### config.mk
export PLATFORM = sky130hd
export DESIGN_NAME = button_debounce_edge
export DESIGN_NICKNAME = d
export VERILOG_FILES = /design/src/rtl/button_debounce_edge.sv
export SDC_FILE = /design/constraint.sdc
export NUM_CORES = 1
export LEC_CHECK = 0
export ABC_AREA = 1
export CORE_MARGIN = 2
export CORE_UTILIZATION = 62
export CTS_BUF_LIST = sky130_fd_sc_hd__clkbuf_4 sky130_fd_sc_hd__clkbuf_8 sky130_fd_sc_hd__clkbuf_16
export DETAILED_ROUTE_END_ITERATION = 10
export DONT_BUFFER_PORTS = 1
export PLACE_DENSITY = 0.78
export RECOVER_POWER = 50
export SYNTH_ARGS = -nofsm -noshare
export SYNTH_HDL_FRONTEND = slang
export SYNTH_SLANG_ARGS = --single-unit
### constraint.sdc
create_clock -name clk -period 1.5 [get_ports clk]
set_input_delay 0.15 -clock clk [delete_from_list [all_inputs] [get_ports clk]]
set_output_delay 0.15 -clock clk [all_outputs]
set_load 0.05 [all_outputs]
### src/rtl/button_debounce_edge.sv
// Push-button conditioner: synchronizer, bounce filter, edge pulses and
// a wrapping press counter, all registered in the clk domain.
module button_debounce_edge #(
    parameter int SYNC_STAGES     = 2,
    parameter int DEBOUNCE_CYCLES = 500000,
    parameter int CNT_W           = 20
) (
    input  logic       clk,
    input  logic       reset,
    input  logic       btn_raw,
    output logic       btn_level,
    output logic       btn_press,
    output logic       btn_release,
    output logic [7:0] press_cnt
);

    typedef enum logic [1:0] {
        IDLE_LOW,
        WAIT_HIGH,
        IDLE_HIGH,
        WAIT_LOW
    } state_t;

    localparam logic [CNT_W-1:0] LP_LAST = CNT_W'(DEBOUNCE_CYCLES - 1);
    localparam logic [CNT_W-1:0] LP_ONE  = CNT_W'(1);

    logic [SYNC_STAGES-1:0] r_sync;
    logic                   w_sync;
    state_t                 r_state;
    logic [CNT_W-1:0]       r_cnt;
    logic                   r_level;
    logic                   r_press;
    logic                   r_release;
    logic [7:0]             r_press_cnt;

    assign w_sync = r_sync[SYNC_STAGES-1];

    always_ff @(posedge clk or negedge reset) begin
        if (!reset) begin
            r_sync <= '0;
        end else begin
            r_sync <= {r_sync[SYNC_STAGES-2:0], btn_raw};
        end
    end

    // The counter holds the number of consecutive candidate samples seen.
    always_ff @(posedge clk or negedge reset) begin
        if (!reset) begin
            r_state     <= IDLE_LOW;
            r_cnt       <= '0;
            r_level     <= 1'b0;
            r_press     <= 1'b0;
            r_release   <= 1'b0;
            r_press_cnt <= 8'd0;
        end else begin
            r_press   <= 1'b0;
            r_release <= 1'b0;
            unique case (r_state)
                IDLE_LOW: begin
                    if (w_sync) begin
                        r_state <= WAIT_HIGH;
                        r_cnt   <= LP_ONE;
                    end else begin
                        r_cnt <= '0;
                    end
                end
                WAIT_HIGH: begin
                    if (!w_sync) begin
                        r_state <= IDLE_LOW;
                        r_cnt   <= '0;
                    end else if (r_cnt == LP_LAST) begin
                        r_state     <= IDLE_HIGH;
                        r_level     <= 1'b1;
                        r_press     <= 1'b1;
                        r_press_cnt <= r_press_cnt + 8'd1;
                        r_cnt       <= '0;
                    end else begin
                        r_cnt <= r_cnt + LP_ONE;
                    end
                end
                IDLE_HIGH: begin
                    if (!w_sync) begin
                        r_state <= WAIT_LOW;
                        r_cnt   <= LP_ONE;
                    end else begin
                        r_cnt <= '0;
                    end
                end
                WAIT_LOW: begin
                    if (w_sync) begin
                        r_state <= IDLE_HIGH;
                        r_cnt   <= '0;
                    end else if (r_cnt == LP_LAST) begin
                        r_state   <= IDLE_LOW;
                        r_level   <= 1'b0;
                        r_release <= 1'b1;
                        r_cnt     <= '0;
                    end else begin
                        r_cnt <= r_cnt + LP_ONE;
                    end
                end
                default: begin
                    r_state <= IDLE_LOW;
                    r_cnt   <= '0;
                end
            endcase
        end
    end

    assign btn_level   = r_level;
    assign btn_press   = r_press;
    assign btn_release = r_release;
    assign press_cnt   = r_press_cnt;

endmodule

Word-level counts from Yosys, hierarchy flattened. Index checks and enable logic that the tools add are counted. Widths: inputs -> output; s select.

Register bits: 35. Input bits: 3. Output and inout port bits: 11. Word-level logic and storage cells: 49.

Add/sub/neg operators: 2. Equal/unequal tests: 12. Muxes and demuxes: 23. Reductions and logical operators: 5.

Operators with widths (count): $pmux 20 s4 (1); $mux 20 (3); $add 20x1->20 const B (1); $eq 20x19->1 const B (1); $mux 2 (6); $ne 2x2->1 const B (6); $mux 1 (11); $add 8x1->8 const B (1); $pmux 2 s4 (1); $ne 3x3->1 const B (2); $reduce_and 5->1 (1); $eq 2x2->1 const B (2); $reduce_and 4->1 (1); $reduce_and 3->1 (1); $eq 2x1->1 const B (1); $logic_not 2->1 (1); $pmux 1 s2 (1); $reduce_bool 2->1 (1).

Depth between registers and ports, before layout.
Depth after elaboration: 4. Mapped depth: 9. Depth with buffers taken out: 9.

Least setup slack after synthesis. OpenSTA, ideal clock, no wires.

Path type: register -> register. From: reg r_press_cnt[0], in the netlist press_cnt[0]. To: reg r_press_cnt[6], in the netlist press_cnt[6]. Setup time: 0.118 ns. Arrival time: 1.341 ns. Required time: 1.382 ns. Slack: 0.040 ns. Stages on the path, launching flop included: 6. Buffers on the path: 0. Clock period less this slack: 1.460 ns. Path through: dfrtp_1 ha_1 nand4_1 xnor2_1 nand3_1 nand2_1.

Word-level cells in the longest chain between the ends: 1.

RTL lines: start, declared (line 34) `logic [7:0] r_press_cnt;`; start signal, assigned (line 75) `r_press_cnt <= r_press_cnt + 8'd1;`; $add 8x1->8 (line 75).

No other way between the ends. A chain may end at the register's enable or synchronous reset.

Worst setup path after layout.
From: reg r_sync[1]. To: reg r_cnt[10].

Word-level cells in the longest chain between the ends: 2. Elaborated cells on any way between the ends: 3. Classes of those cells: mux (3).

RTL lines: start, declared (line 27) `logic [SYNC_STAGES-1:0] r_sync;`; start signal, assigned (line 42) `r_sync <= {r_sync[SYNC_STAGES-2:0], btn_raw};`; $mux 20, on equally long branches (line 90, 68); $pmux 20 s4 * (line 58) `unique case (r_state)`; end signal, assigned (line 78) `r_cnt <= r_cnt + LP_ONE;`; end signal, assigned (line 99) `r_cnt <= r_cnt + LP_ONE;`; end, declared (line 30) `logic [CNT_W-1:0] r_cnt;`.

Every way passes the cells marked *; elsewhere a longest branch is shown, timed or not.

==> impl_metrics.ini <==
[outcome]
status = finished, final reports clean

[clock_tree]
worst_skew_pair.late_latency_ns = 0.35
cts_buffer_depth = 2
cts.sinks = 35
cts-buffers-inserted = 5
htreeDepth = 2
cts_tree = done
ctsRootBufferMaster = clkbuf_4
clkTransAtPathRegs_ns = 0.10

[place]
globalplace.congestion = 0.9448
place_ws_ns = -0.07937
dp.final_hpwl_um = 3318
io_buffer_count = 0

[flow_run]
cap_violations = 0

[setup_path]
cp.depth = 8
cpPeakStageDelay_ns = 0.46
start_kind = flip-flop
cp_cell_sequence = inv_1 > nand2_1 > inv_1 > nand2_1 > nand2_2 > nand2_8 > buf_12 > nor3_1
cp.required_ns = 1.76
worst_r2r_path_depth = 8
cp_data_arrival_time_ns = 1.75
worst-path-max-fanout = 10
reg2reg_to = r_cnt[10]
cpMaxStageDelayCell = dfrtp_2
r2r_setup_slack_ns = 0.02
path_class = reg2reg
cp_top_family = simple AND/OR/NAND/NOR gates
cp.buffers_inverters = 3
r2r_start = r_sync[1]
cp-end-kind = flip-flop

[logic_synthesis]
ys_async_sr_fraction_pct = 100.0
synth_top_cell_area_share_pct = 43.94
ys_top_cells_by_count = nand2_1, nor2_1, dfrtp_1
yosysMostFrequentCell = nand2_1
synth_edf_count = 0
yosys_most_used_dff = dfrtp_1
synth_area_per_cell_um2 = 7.222
synth.largest_area_cell = dfrtp_1
ys_top_cells_by_area = dfrtp_1, nand2_1, nor2_1, inv_1, nand3_1
synthesis.nets = 281
synthCells = 276
synth-seq-cells = 35
synth-seq-area-share_pct = 43.94
synth_warnings = 0
synth_area_um2 = 1993
synth.distinct_cells = 22

[die]
fp.coreArea_um2 = 3053
start_util_pct = 65.29
io_pins = 14
die_area_um2 = 3684
rows = 20
die_w_um = 60.70
die_h_um = 60.70

[drt]
vias = 1845
wire_per_inst_um = 13.04
drt_pass1_iterations = 4
ant_nets = 0
drt-total-wl_um = 4628
drc_errors = 0
drt_iter0_drc = 138
vias_per_cell = 5.197

[global_routing]
antenna_found_initial = 0
groute.usage.overall_pct = 28.19
globalRouteOverflowTotal = 0
grt_first_pass_wirelength_um = 7521
grt_max_degree = 36
first_global_vias = 1722

[timing]
relSlewSlack_pct = 41.90
setup_viol = 0
maxSlewViolCount = 0
finalSetupTns_ns = 0
hold-worst-slack_ns = 0.3573
timing.final.ws_setup_ns = 0.01621
final_hold_viol_count = 0
worst_pin_slew_ns = 0.8715
layout_min_cycle_time_ns = 1.484
rsz0062_at_grt = yes
period_share_pct = 98.92
fmax_mhz = 673.9
skew_ns = 0.006376

[hold_path]
holdPathStages = 1
hp-start = btn_raw
min_to = r_sync[0]
hp-class = in2reg

[power]
irDropWorstVdd_uv = 680.5
p_leak_nw = 1.079
pwr_density_cell_nw_per_um2 = 653.0
finalPower_mw = 1.588

[cells_and_area]
synthToLayoutAreaGrowth_pct = 22.03
antenna_cells = 0
drive_gt1_share_pct = 21.86
final_core_util_pct = 79.67
fillers = 218
nets = 315
layer usage:
layer | global-route usage [%] | wire length, um | vias up
met5 | 0 | 0 | -
met3 | 7.463 | 175 | 5
met4 | 12.11 | 74 | 0
li1 | - | - | 930
met2 | 43.01 | 2317 | 32
met1 | 37.99 | 2060 | 878
per-stage QoR:
step           cells  cell area (um^2)
2_1_floorplan    276              1993
3_3_place_gp     341              2217
3_5_place_dp     341              2217
4_1_cts          352              2322
5_1_grt          355              2432
6_report         355              2432
worst register-to-register path, delay by kind of cell, from the launching register on:
kind,cells,cell delay (ns)
flops,1,0.46
simple gates,5,0.58
buf+inv,3,0.37
registers in the layout, summed over array words and instances (netlist names), named ones only:
name	cells
press_cnt	8
r_sync	2
btn_release	1
btn_level	1
r_cnt	20
r_state	1
btn_press	1
area by class of cell:
| type | instances | area, um^2 | area share [%] |
|---|---|---|---|
| clock buffer | 7 | 52.55 | 2.160 |
| inverter | 35 | 133.9 | 5.504 |
| sequential | 35 | 878.3 | 36.11 |
| multi-input combinational | 204 | 1071 | 44.03 |
| timing repair buffer | 29 | 236.5 | 9.722 |
| tap | 44 | 55.05 | 2.263 |
| clock inverter | 1 | 5.005 | 0.2058 |
how the worst max path moves through the flow:
stage,from,end
floorplan,press_cnt[0],press_cnt[6]
detailed placement,r_cnt[1],btn_level
global placement,r_cnt[0],btn_level
finish,r_sync[1],r_cnt[10]
CTS,r_cnt[1],r_cnt[14]
global route,r_cnt[5],flip-flop
cell usage in the layout, fill, tap and decap left out:
master	count
buf_6	1
ha_1	1
clkbuf_4	7
dfrtp_1	33
xor2_1	11
nor2_1	54
nand3_2	3
nand4_1	8
nor2_4	9
inv_4	1
nor3_1	8
nand3_1	17
inv_1	31
buf_12	1
dlygate4sd3_1	2
inv_2	3
dfrtp_2	2
nand2_2	4
nand3_4	1
buf_4	24
nand2_8	1
xnor2_1	1
clkbuf_2	1
o21ai_0	3
nor3b_1	1
nand2_1	70
clkinv_2	1
nor2_2	7
a21oi_1	2
nand2_4	1
ha_4	1
a31oi_1	1
logic make-up after synthesis:
group           share of synthesized area [%]
fa+ha+maj                               1.255
compound gates                          1.569
flops                                   43.94
buf+inv                                 7.533
simple gates                            40.43
xor+xnor                                5.273
power by group:
group          internal [mW]  total, mW  switching, mW
clock network          0.219      0.542          0.324
registers              0.951      0.960        0.00845
logic                 0.0313     0.0863         0.0550
what timing repair did:
item,in CTS,in global routing
resized for setup,2,27
hold endpoints to repair,36,0
hold buffers,3,0
endpoints found under the setup margin,6,27
buffers inserted,0,3
pin swaps,0,9
Power figures use the tool's default switching activity.
